===== config.mk =====
export PLATFORM = sky130hd
export DESIGN_NAME = sysref_gen
export DESIGN_NICKNAME = d
export VERILOG_FILES = /design/src/rtl/sysref_gen.sv
export SDC_FILE = /design/constraint.sdc
export NUM_CORES = 1
export LEC_CHECK = 0
export ABC_AREA = 1
export BUFFER_PORTS_ARGS = -buffer_cell sky130_fd_sc_hd__buf_4
export CORE_ASPECT_RATIO = 1.1
export CORE_UTILIZATION = 60
export DETAILED_ROUTE_END_ITERATION = 10
export GPL_ROUTABILITY_DRIVEN = 0
export GPL_TIMING_DRIVEN = 0
export PLACE_DENSITY_LB_ADDON = 0.05
export SLEW_MARGIN = 20
export SYNTH_ARGS = -nofsm -noshare
export SYNTH_HDL_FRONTEND = slang
export SYNTH_SLANG_ARGS = --single-unit

===== constraint.sdc =====
create_clock -name aclk -period 4.25 [get_ports aclk]
set_input_delay 1.275 -clock aclk [delete_from_list [all_inputs] [get_ports aclk]]
set_output_delay 1.275 -clock aclk [all_outputs]
set_load 0.05 [all_outputs]

===== src/rtl/sysref_gen.sv =====
// ---------------------------------------------------------------------------
// sysref_gen -- periodic / burst SYSREF generator with per-output gating.
//
// An internal reference square wave (ref_r) is produced with each half
// lasting (hp_r + 1) aclk cycles.  The half length is shadowed from
// half_period_i at the start of the run and reloaded at every half boundary,
// so a new value takes effect cleanly on the next half.  In continuous mode
// the wave runs until the mode is dropped; it always finishes on the end of
// a low half, so no runt pulse is produced.  In burst mode exactly
// burst_len_i full periods are emitted, then done_o pulses.
//
// Ports:
//   aclk           in   1          sole clock, rising edge
//   aresetn        in   1          asynchronous active-low reset
//   half_period_i  in   CNT_WIDTH  half-period length minus 1 (cycles)
//   mode_i         in   2          00 off, 01 continuous, 10 burst, 11 off
//   burst_len_i    in   BURST_WIDTH full periods per burst
//   start_i        in   1          single-cycle burst start
//   sync_i         in   1          phase restart (ref forced low)
//   out_en_i       in   NUM_OUT    per-output enable mask
//   sysref_o       out  NUM_OUT    gated SYSREF outputs
//   busy_o         out  1          high while not IDLE
//   done_o         out  1          one-cycle pulse at burst completion
//   edge_count_o   out  32         ref rising-edge counter (only when
//                                  SYSREF_GEN_EDGE_COUNT_EN is defined)
//
// Optional feature macro: SYSREF_GEN_EDGE_COUNT_EN
// ---------------------------------------------------------------------------
module sysref_gen #(
    parameter int CNT_WIDTH   = 8,
    parameter int BURST_WIDTH = 8,
    parameter int NUM_OUT     = 1
) (
    input  logic                   aclk,
    input  logic                   aresetn,
    input  logic [CNT_WIDTH-1:0]   half_period_i,
    input  logic [1:0]             mode_i,
    input  logic [BURST_WIDTH-1:0] burst_len_i,
    input  logic                   start_i,
    input  logic                   sync_i,
    input  logic [NUM_OUT-1:0]     out_en_i,
    output logic [NUM_OUT-1:0]     sysref_o,
    output logic                   busy_o,
    output logic                   done_o
`ifdef SYSREF_GEN_EDGE_COUNT_EN
    ,
    output logic [31:0]            edge_count_o
`endif
);

    localparam logic [1:0] ST_IDLE  = 2'd0;
    localparam logic [1:0] ST_CONT  = 2'd1;
    localparam logic [1:0] ST_BURST = 2'd2;

    localparam logic [1:0] MODE_CONT  = 2'b01;
    localparam logic [1:0] MODE_BURST = 2'b10;

    localparam logic [CNT_WIDTH-1:0]   CNT_ONE  = CNT_WIDTH'(1);
    localparam logic [BURST_WIDTH-1:0] BCNT_ONE = BURST_WIDTH'(1);

    logic [1:0]             state_r, state_s;
    logic                   ref_r, ref_s;
    logic [CNT_WIDTH-1:0]   cnt_r, cnt_s;
    logic [CNT_WIDTH-1:0]   hp_r, hp_s;
    logic [BURST_WIDTH-1:0] bcnt_r, bcnt_s;
    logic [NUM_OUT-1:0]     en_r, en_s;
    logic [NUM_OUT-1:0]     sysref_r;
    logic                   done_r, done_s;
    logic                   sync_clr_s;
    logic                   launch_s;

`ifdef SYSREF_GEN_EDGE_COUNT_EN
    logic [31:0]            edge_cnt_r, edge_cnt_s;
`endif

    // Next-state logic: trigger decode, half-period counting, burst tally.
    always_comb begin
        state_s    = state_r;
        ref_s      = ref_r;
        cnt_s      = cnt_r;
        hp_s       = hp_r;
        bcnt_s     = bcnt_r;
        done_s     = 1'b0;
        sync_clr_s = 1'b0;
        launch_s   = 1'b0;

        case (state_r)
            ST_IDLE: begin
                // sync_i is deliberately ignored here.
                if (mode_i == MODE_CONT) begin
                    state_s  = ST_CONT;
                    launch_s = 1'b1;
                end else if ((mode_i == MODE_BURST) && start_i &&
                             (burst_len_i != '0)) begin
                    state_s  = ST_BURST;
                    launch_s = 1'b1;
                end else begin
                    state_s = ST_IDLE;
                end
            end

            ST_CONT: begin
                if (sync_i) begin
                    sync_clr_s = 1'b1;
                end else if (cnt_r == hp_r) begin
                    cnt_s = '0;
                    hp_s  = half_period_i;
                    // Only a completed low half may hand back to IDLE.
                    if (!ref_r && (mode_i != MODE_CONT)) begin
                        state_s = ST_IDLE;
                        ref_s   = 1'b0;
                    end else begin
                        ref_s = ~ref_r;
                    end
                end else begin
                    cnt_s = cnt_r + CNT_ONE;
                end
            end

            ST_BURST: begin
                if (sync_i) begin
                    sync_clr_s = 1'b1;
                end else if (cnt_r == hp_r) begin
                    cnt_s = '0;
                    hp_s  = half_period_i;
                    if (ref_r) begin
                        // High->low: one more full period emitted; saturate
                        // at the burst length so the tally never wraps.
                        ref_s = 1'b0;
                        if (bcnt_r < burst_len_i) begin
                            bcnt_s = bcnt_r + BCNT_ONE;
                        end else begin
                            bcnt_s = bcnt_r;
                        end
                    end else if (bcnt_r >= burst_len_i) begin
                        state_s = ST_IDLE;
                        ref_s   = 1'b0;
                        done_s  = 1'b1;
                    end else begin
                        ref_s = 1'b1;
                    end
                end else begin
                    cnt_s = cnt_r + CNT_ONE;
                end
            end

            default: begin
                state_s = ST_IDLE;
                ref_s   = 1'b0;
                cnt_s   = '0;
                bcnt_s  = '0;
            end
        endcase

        if (launch_s) begin
            ref_s  = 1'b1;
            cnt_s  = '0;
            bcnt_s = '0;
            hp_s   = half_period_i;
        end else if (sync_clr_s) begin
            ref_s  = 1'b0;
            cnt_s  = '0;
            bcnt_s = '0;
        end else begin
            ref_s = ref_s;
        end

        // The mask is only sampled while ref is low so a high half is never cut.
        if (ref_r) begin
            en_s = en_r;
        end else begin
            en_s = out_en_i;
        end
    end

`ifdef SYSREF_GEN_EDGE_COUNT_EN
    // Rising-edge tally of ref; cleared by a running-state sync.
    always_comb begin
        edge_cnt_s = edge_cnt_r;
        if (sync_clr_s) begin
            edge_cnt_s = 32'd0;
        end else if (ref_s && !ref_r) begin
            edge_cnt_s = edge_cnt_r + 32'd1;
        end else begin
            edge_cnt_s = edge_cnt_r;
        end
    end

    // Edge counter register.
    always_ff @(posedge aclk or negedge aresetn) begin
        if (!aresetn) begin
            edge_cnt_r <= 32'd0;
        end else begin
            edge_cnt_r <= edge_cnt_s;
        end
    end

    assign edge_count_o = edge_cnt_r;
`endif

    // State and datapath registers; sysref is registered from next-state
    // values so it tracks ref and the mask in the same cycle.
    always_ff @(posedge aclk or negedge aresetn) begin
        if (!aresetn) begin
            state_r  <= ST_IDLE;
            ref_r    <= 1'b0;
            cnt_r    <= '0;
            hp_r     <= '0;
            bcnt_r   <= '0;
            en_r     <= '0;
            sysref_r <= '0;
            done_r   <= 1'b0;
        end else begin
            state_r  <= state_s;
            ref_r    <= ref_s;
            cnt_r    <= cnt_s;
            hp_r     <= hp_s;
            bcnt_r   <= bcnt_s;
            en_r     <= en_s;
            sysref_r <= {NUM_OUT{ref_s}} & en_s;
            done_r   <= done_s;
        end
    end

    assign sysref_o = sysref_r;
    assign done_o   = done_r;
    assign busy_o   = (state_r != ST_IDLE);

endmodule


==> results of run 1 <==
## power groups by stage
stage	Sequential [W]	Combinational, W	Clock, W
global placement	0.000404	0.000568	0
global route	0.000411	0.000652	0.000206
detailed placement	0.000407	0.000580	0
floorplan	0.000411	0.000435	0
CTS	0.000401	0.000584	0.000196
finish	0.000401	0.000579	0.000189
## cells by family after synthesis
kind of cell | count (synthesis) | share of synthesized area, %
flops | 30 | 34.52
xor+xnor | 3 | 1.209
fa+ha+maj | 15 | 8.631
simple gates | 176 | 37.40
compound gates | 28 | 7.883
buf+inv | 55 | 10.36
## worst reg2reg max path, cell delays in order, from the launching register on
cell and delay (ns):
dfrtp_1 0.43, inv_1 0.12, ha_1 0.26, inv_1 0.14, nor2_1 0.12, inv_1 0.06, nand2_2 0.10, buf_6 0.17
nor2_8 0.05, nand2_2 0.18, nand3_4 0.16, nand2_1 0.11, nand2_1 0.06
## layout make-up
cell class	count	area [µm²]
well taps	48	60.06
clock buffers	6	51.30
multi-input cells	222	1199
flip-flops and latches	30	750.7
repair buffers	25	187.7
inverters	51	191.4
clock inverters	2	12.51
plain buffers	4	33.78
fillers	313	899.6
## how the worst max path moves through the flow
stage / start / endpoint / slack [ns]
finish: state_r[1]$_DFFE_PN0P_ / busy_o / 1.45
detailed placement: burst_len_i[7] / bcnt_r[5]$_DFFE_PN0P_ / 1.48
global route: state_r[0]$_DFFE_PN0P_ / busy_o / 1.37
global placement: burst_len_i[7] / bcnt_r[0]$_DFFE_PN0P_ / 1.50
floorplan: burst_len_i[7] / bcnt_r[4]$_DFFE_PN0P_ / 1.78
CTS: state_r[0]$_DFFE_PN0P_ / busy_o / 1.44
## synthesized netlist by cell type (2+ instances only)
library cell  count
inv_2             3
dfrtp_1          30
nand2_2           3
a21oi_1           3
a21oi_2           3
xnor2_1           3
o21ai_0          16
nor3_1            8
nor2_1           26
nand3_1          20
ha_1             15
inv_1            48
o21ai_1           2
nand2_1          96
buf_6             2
nand3_4           2
nand4_1          13
a21o_1            2
## sequential cells by signal, indices dropped and copies added (netlist names)
name	count
bcnt_r	8
cnt_r	8
hp_r	8
state_r	2
done_o	1
en_r	1
ref_r	1
sysref_o	1
## layer usage
layer / GRT usage, % / vias to the layer above
li1: - / 1042
met1: 28.72 / 916
met3: 5.315 / 9
met5: 0 / -
met2: 46.21 / 43
met4: 11.31 / 0
## through the flow
step	instance area [µm²]	setup WS (ns)	util (%)
floorplan	2175	1.784	-
global placement	2422	1.497	71.54
detailed placement	2422	1.483	71.54
CTS	2486	1.439	73.43
global route	2486	1.371	73.43
finish	2486	1.455	73.43
==> results_dict.tcl, run 1 <==
set metrics [dict create \
    status "finished, final reports clean" \
    timing.rr.start "state_r[0]$_DFFE_PN0P_" \
    grt_pass1_vias 1818 \
    cp.depth 4 \
    rsz0062_at_grt "false" \
    ios 26 \
    finalSetupViolCount 0 \
    end_kind "output pin" \
    seqPwrFrac_pct 34.3 \
    tightest_slew_ns 0.4287 \
    core.rowCount 22 \
    worst-path-buf-inv 3 \
    grt_max_degree 31 \
    finalHoldViolCount 0 \
    routed.top_layer "met4" \
    hold_start "hp_r[2]$_DFFE_PN0P_" \
    wl_met3_um 178 \
    track_usage_pct 25.76 \
    place_inst 380 \
    internal_power_w 0.0006293 \
    clockPowerShare_pct 16.2 \
    start_util_pct 64.23 \
    clockBufferDepth 2 \
    timing.hold.ws_ns 0.5630 \
    dr.pass1.iters 4 \
    die-area_um2 3869 \
    cpPeakStageDelay_ns 0.44 \
    slew_violations 0 \
    finalClockSkew_ns 0.01552 \
    power_density_nw_per_um2 470.5 \
    synth_largest_area_cell "dfrtp_1" \
    synthTopCellsByArea "dfrtp_1, nand2_1, ha_1, inv_1, nand3_1" \
    globalRouteOverflowTotal 0 \
    drt_iter0_drc 70 \
    stdcell_count 388 \
    combPwrFrac_pct 49.5 \
    ys_seq_area_share_pct 34.52 \
    syn_inst 307 \
    layout_common_cells "nand2_1, inv_1, dfrtp_1" \
    required_ns 2.97 \
    tritoncts "built" \
    fin_setup_tns_ns 0 \
    netSwitchingPower_w 0.0005404 \
    core_um2 3386 \
    reg2reg_depth 12 \
    post_cts_buffers 0 \
    area_growth_pct 14.33 \
    fin_crit_sh_pct 65.77 \
    cts_resized 0 \
    r2r-end "bcnt_r[0]$_DFFE_PN0P_" \
    hold_path_class "flop to flop" \
    yosys_most_used_dff "dfrtp_1" \
    die-height_um 65.14 \
    worstPathArrival_ns 1.52 \
    max_freq_ghz 0.3578 \
    antenna_found_initial 0 \
    ir_drop_v 0.0003148 \
    met2_length_mm 2.253 \
    fp.dieW_um 59.40 \
    final_nets 377 \
    cts-hold-fix-buffers 0 \
    synth_top_area_share_pct 34.52 \
    post_drt_wl_per_cell_um 11.23 \
    relSlewSlack_pct 71.42 \
    clock-sinks 30 \
    cp_top_family "buffers and inverters" \
    ys_warn_count 0 \
    synth_edf_count 0 \
    period_minus_slack_ns 2.795 \
    vias 2010 \
    m1WireLength_mm 1.845 \
    cp-start-kind "flop" \
    synthArstFlopShare_pct 100.0 \
    hold_path_depth 2 \
    final_common_cell "nand2_1" \
    avgSynthCellArea_um2 7.083 \
    port_buffers 25 \
    syn_nets 345 \
    grt_pass1_wl_mm 7.493 \
    htree_levels 2 \
    clkSlewWorstSetupHoldPaths_ns 0.10 \
    netlist_area_um2 2175 \
    detail-route-antenna-nets 0 \
    root_buffer "clkbuf_4" \
    clkLatencyLatePin_ns 0.35 \
    r2r_slack_ns 2.20 \
    ys_seq_elements 30 \
    routed_wl_mm 4.356 \
    critPathMaxFanout 5 \
    antenna_cells 0 \
    crit_chain "inv_1, ha_1, inv_1, buf_4" \
    place_hpwl_mm 3.317 \
    switching_share_pct 46.20 \
    cp_common_cell "inv_1" \
    cts_buffers 5 \
    viasPerCell 5.180 \
    critPathSlowestCell "dfrtp_1" \
    synth_cell_types 30 \
    worstSetupPathType "flop to output pin" \
    finalPower_w 0.001170 \
    leakage_nw 1.328 \
    drive_gt1_share_pct 16.18 \
    drv_cap 0 \
    holdPathEnd "hp_r[2]$_DFFE_PN0P_" \
    drc 0 \
]
No activity file was read; power rests on OpenSTA's default activity.
==> run 2: changes to the inputs <==
- ABC_AREA: 1 -> 0
- CORE_UTILIZATION: 60 -> 57
- clock period: 4.25 -> 2.9 ns (I/O delays scaled with it)
==> run 2 against run 1 <==
Effect of this change:
- die area decreased by 8.0%
- the run now ends with DRC left
- worst hold slack worse by 0.11 ns
- synthesized cell count fell by 39%
- critical path type is now input pin to flop
- sequential cell count did not move
- total power is 12% higher
- critical path depth rose by 5
==> results_dict.tcl, run 2 <==
set metrics [dict create \
    status "finished, violations left" \
    violations "DRC" \
    yosys_most_used_dff "dfrtp_1" \
    finalPower_w 0.001313 \
    yosysMostFrequentCell "dfrtp_1" \
    grt_pass1_vias 1555 \
    cp-start-kind "input pin" \
    clockBufferDepth 2 \
    antenna_found_initial 0 \
    ios 26 \
    synthTopCellsByArea "dfrtp_1, ha_1, mux2_2, xor2_1, nor2b_1" \
    drt_iter0_drc 66 \
    relSlewSlack_pct 64.51 \
    synthArstFlopShare_pct 100.0 \
    grt_pass1_wl_mm 6.686 \
    worstSetupPathType "input pin to flop" \
    synth_edf_count 0 \
    ys_warn_count 0 \
    leakage_nw 1.061 \
    power_density_nw_per_um2 600.8 \
    critPathMaxFanout 7 \
    htree_levels 2 \
    tightest_slew_ns 0.5305 \
    synth.top_cells.by_count "dfrtp_1, inv_1, ha_1" \
    core.rowCount 21 \
    grt_max_degree 31 \
    synth_top_area_share_pct 39.60 \
    detail-route-antenna-nets 0 \
    cts-hold-fix-buffers 0 \
    globalRouteOverflowTotal 0 \
    post_cts_buffers 0 \
    cts_buffers 5 \
    reg.largest.list "bcnt_r (8), cnt_r (8), hp_r (8)" \
    fin_crit_sh_pct 92.01 \
    synth_cell_types 43 \
    layout_common_cells "dfrtp_1, buf_4, inv_1" \
    fin_util_pct 70.50 \
    clkLatencyLatePin_ns 0.34 \
    finalHoldViolCount 0 \
    ys_seq_elements 30 \
    fillCellCount 266 \
    ir_drop_v 0.0004185 \
    worstPathArrival_ns 2.89 \
    core_um2 3100 \
    finalSetupViolCount 0 \
    syn_inst 187 \
    start_util_pct 61.14 \
    cts_resized 0 \
    required_ns 3.12 \
    area_growth_pct 15.31 \
    syn_nets 225 \
    rsz0062_at_grt "false" \
    antenna_cells 0 \
    track_usage_pct 24.80 \
    place_hpwl_mm 3.061 \
    clock-sinks 30 \
    synth_largest_area_cell "dfrtp_1" \
    final_nets 257 \
    final_common_cell "dfrtp_1" \
    fp.dieW_um 56.99 \
    hold_path_class "input pin to async pin" \
    drc 6 \
    vias 1526 \
    die-area_um2 3560 \
    netlist_area_um2 1896 \
    port_buffers 25 \
    reg2reg_depth 7 \
    drive_gt1_share_pct 23.18 \
    viasPerCell 6.008 \
    die-height_um 62.48 \
    end_kind "flop" \
    tritoncts "built" \
    timing.hold.ws_ns 0.4523 \
    fin_setup_tns_ns 0 \
    post_drt_wl_per_cell_um 15.72 \
    dr.pass1.iters 7 \
    slew_violations 0 \
    max_freq_ghz 0.3748 \
    ys_seq_area_share_pct 39.60 \
    root_buffer "clkbuf_4" \
    avgSynthCellArea_um2 10.14 \
    period_minus_slack_ns 2.668 \
    drv_cap 0 \
    routed_wl_mm 3.994 \
    clkSlewWorstSetupHoldPaths_ns 0.09 \
    finalClockSkew_ns 0.01156 \
]
==> run 2: logic make-up after synthesis <==
logic type,synth area share [%]
multiplexers,7.129
adder cells (fa/ha/maj),9.901
buffers and inverters,3.432
AND/OR/NAND/NOR,20.53
flip-flops,39.60
XOR/XNOR,5.083
AO/OA/AOI/OAI,14.32
==> run 2: report_power, final <==
part	switching (W)	internal, W
Clock	0.000149	0.000117
Sequential	0.0000569	0.000495
Combinational	0.000285	0.000210
==> run 2: path summary, 6_finish.rpt <==
| kind | from | end | slack, ns |
|---|---|---|---|
| worst max-delay path | burst_len_i[5] | bcnt_r[6]$_DFFE_PN0P_ | 0.23 |
| worst max register to register | bcnt_r[5]$_DFFE_PN0P_ | bcnt_r[6]$_DFFE_PN0P_ | 0.44 |
| worst min-delay path | aresetn | done_o$_DFF_PN0_ | 0.45 |
| min in group aclk | en_r$_DFF_PN0_ | en_r$_DFF_PN0_ | 0.50 |
| worst min register to register | en_r$_DFF_PN0_ | en_r$_DFF_PN0_ | 0.50 |
| max in group asynchronous | aresetn | bcnt_r[6]$_DFFE_PN0P_ | 2.15 |
==> run 2: layer usage <==
layer,GRT usage [%],share of wire (%),vias to the layer above,wire [µm]
met2,43.24,53,37,2101
li1,-,-,750,-
met5,0,0,-,0
met4,12.20,2.1,0,83
met3,6.004,4.3,7,173
met1,27.85,41,732,1635
==> run 2: layout make-up <==
class | count | area [µm²] | share of cell area (%)
Multi-Input combinational cell | 140 | 1080 | 49.40
Inverter | 16 | 60.06 | 2.748
Clock inverter | 1 | 5.005 | 0.2290
Sequential cell | 30 | 750.7 | 34.34
Tap cell | 34 | 42.54 | 1.946
Clock buffer | 7 | 55.05 | 2.519
Timing Repair Buffer | 25 | 187.7 | 8.586
Buffer | 1 | 5.005 | 0.2290
==> run 2: critical path, stage by stage <==
cell and delay [ns]:
buf_4 0.08, inv_1 0.04, ha_1 0.30, a21oi_1 0.14, o21ai_0 0.15, or4_4 0.56, nor3_4 0.25, nand4_1 0.16
mux2_1 0.32
==> run 2: per-stage QoR <==
step | area [µm²] | worst slack (ns) | instances
3_5_place_dp | 2126 | -0.1027 | 246
3_3_place_gp | 2126 | -0.07077 | 246
6_report | 2186 | 0.2316 | 254
5_1_grt | 2186 | 0.1310 | 254
2_1_floorplan | 1896 | 0.1709 | 187
4_1_cts | 2186 | 0.2595 | 254
==> run 3: changes to the inputs <==
- CELL_PAD_IN_SITES_DETAIL_PLACEMENT: unset -> 0
- CELL_PAD_IN_SITES_GLOBAL_PLACEMENT: unset -> 1
- CORE_UTILIZATION: 57 -> 44
- RECOVER_POWER: unset -> 50
==> run 3 against run 2 <==
Effect of this change:
- the flow finishes with violations (capacitance limit, slew limit)
- first-iteration DRC count up 6.1%
- setup slack worse by 0.049 ns
- clock-buffer cell count unchanged
- sequential share of layout area down 0.77 points
- non-clock buffer count unchanged
- largest cell class unchanged
==> results_dict.tcl, run 3 (synthesis gave the netlist of run 2 again) <==
set metrics [dict create \
    dr.pass1.iters 4 \
    antenna_cells 0 \
    hold_path_depth 1 \
    cp-start-kind "input pin" \
    relSlewSlack_pct -7.289 \
    place_area_um2 2148 \
    routed_wl_mm 3.960 \
    period_minus_slack_ns 2.717 \
    end_kind "flop" \
    grt_use_met2_pct 34.39 \
    finalHoldViolCount 0 \
    setup_slack_ns 0.1826 \
    antenna_found_initial 0 \
    grt_pass1_vias 1518 \
    ir_drop_v 0.0003490 \
    drv_cap 1 \
    internal_power_w 0.0008962 \
    core.rowCount 24 \
    final_nets 257 \
    clkSlewWorstSetupHoldPaths_ns 0.06 \
    finalSetupViolCount 0 \
    power_density_nw_per_um2 620.9 \
    core_um2 4054 \
    clockPowerShare_pct 24.5 \
    switching_share_pct 35.44 \
    post_cts_buffers 0 \
    start_util_pct 46.76 \
    place_ws_ns -0.1073 \
    reg.largest.list "bcnt_r (8), cnt_r (8), hp_r (8)" \
    clockBufferDepth 2 \
    finalClockSkew_ns 0.005810 \
    combPwrFrac_pct 35.6 \
    fp.dieW_um 64.58 \
    worstPathArrival_ns 2.87 \
    drt_iter0_drc 70 \
    hold_path_class "flop to flop" \
    ios 26 \
    clkLatencyLatePin_ns 0.28 \
    met1_usage_pct 23.08 \
    vias 1519 \
    r2r_slack_ns 0.45 \
    critPathMaxFanout 7 \
    die-area_um2 4575 \
    reg2reg_depth 7 \
    final_common_cell "dfrtp_1" \
    globalRouteOverflowTotal 0 \
    slew_violations 31 \
    grt_max_degree 31 \
    design_area_um2 2236 \
    port_buffers 25 \
    drive_gt1_share_pct 22.73 \
    post_drt_wl_per_cell_um 14.56 \
    htree_levels 2 \
    cts_buffers 5 \
    viasPerCell 5.585 \
    met3_usage_pct 4.355 \
    tritoncts "built" \
    track_usage_pct 19.37 \
    detail-route-antenna-nets 0 \
    rsz0062_at_grt "false" \
    cts_resized 0 \
    netSwitchingPower_w 0.0004920 \
    fillCellCount 379 \
    drc 0 \
    max_freq_ghz 0.3680 \
    root_buffer "clkbuf_8" \
    cts-hold-fix-buffers 0 \
    status "finished, violations left" \
    grt_pass1_wl_mm 6.782 \
    place_hpwl_mm 3.100 \
    tightest_slew_ns 1.609 \
    leakage_nw 1.070 \
    die-height_um 70.84 \
    busiest_layer "met2" \
    worstSetupPathType "input pin to flop" \
    area_growth_pct 17.95 \
    fin_crit_sh_pct 93.70 \
    required_ns 3.06 \
    clock-sinks 30 \
    layout_common_cells "dfrtp_1, buf_4, inv_1" \
    violations "capacitance limit, slew limit" \
    finalPower_w 0.001388 \
    seqPwrFrac_pct 39.8 \
]
[run 3: cell count changes in the layout (fill, tap and decap cells not counted), sizes merged]
| cell | change |
|---|---|
| buf | -2 |
| clkbuf | +2 |
[run 3: power groups by stage]
| stage | Sequential (W) | Clock, W | Combinational, W |
|---|---|---|---|
| after floorplan | 0.000566 | 0 | 0.000351 |
| after global placement | 0.000558 | 0 | 0.000485 |
| after detailed placement | 0.000562 | 0 | 0.000500 |
| after CTS | 0.000554 | 0.000350 | 0.000502 |
| after global routing | 0.000565 | 0.000372 | 0.000548 |
| final | 0.000553 | 0.000341 | 0.000495 |
[run 3: routing by layer]
metal,part of all wire (%),routed length (µm)
met4,1.4,55
met2,51,2004
met3,3.9,155
met5,0,0
met1,44,1744
[run 3: area by class of cell]
cell class | count | area (µm²) | area share, %
multi-input cells | 140 | 1080 | 48.29
clock inverters | 1 | 5.005 | 0.2238
plain buffers | 1 | 5.005 | 0.2238
clock buffers | 7 | 86.33 | 3.861
repair buffers | 25 | 183.9 | 8.226
flip-flops and latches | 30 | 750.7 | 33.58
inverters | 16 | 60.06 | 2.686
well taps | 52 | 65.06 | 2.910
[run 3: final timing paths]
path                                    endpoint                   from
hold / removal                    en_r$_DFF_PN0_         en_r$_DFF_PN0_
max in group asynchronous    hp_r[0]$_DFFE_PN0P_                aresetn
hold reg to reg                   en_r$_DFF_PN0_         en_r$_DFF_PN0_
setup / recovery           bcnt_r[6]$_DFFE_PN0P_         burst_len_i[5]
setup reg to reg           bcnt_r[6]$_DFFE_PN0P_  bcnt_r[5]$_DFFE_PN0P_
min in group asynchronous  bcnt_r[4]$_DFFE_PN0P_                aresetn
[run 3: metrics by stage]
step	setup TNS (ns)	hold slack, ns	instances	util (%)
floorplan	0	0.4659	187	-
global placement	-0.1880	0.4733	264	52.99
detailed placement	-0.2058	0.4797	264	52.99
CTS	0	0.4938	272	55.25
global route	0	0.5232	272	55.15
finish	0	0.4878	272	55.15
[run 3: worst max-delay path: stages]
cell	delay (ns)
buf_4	0.08
inv_1	0.03
ha_1	0.30
a21oi_1	0.15
o21ai_0	0.15
or4_4	0.56
nor3_4	0.26
nand4_1	0.15
mux2_1	0.32
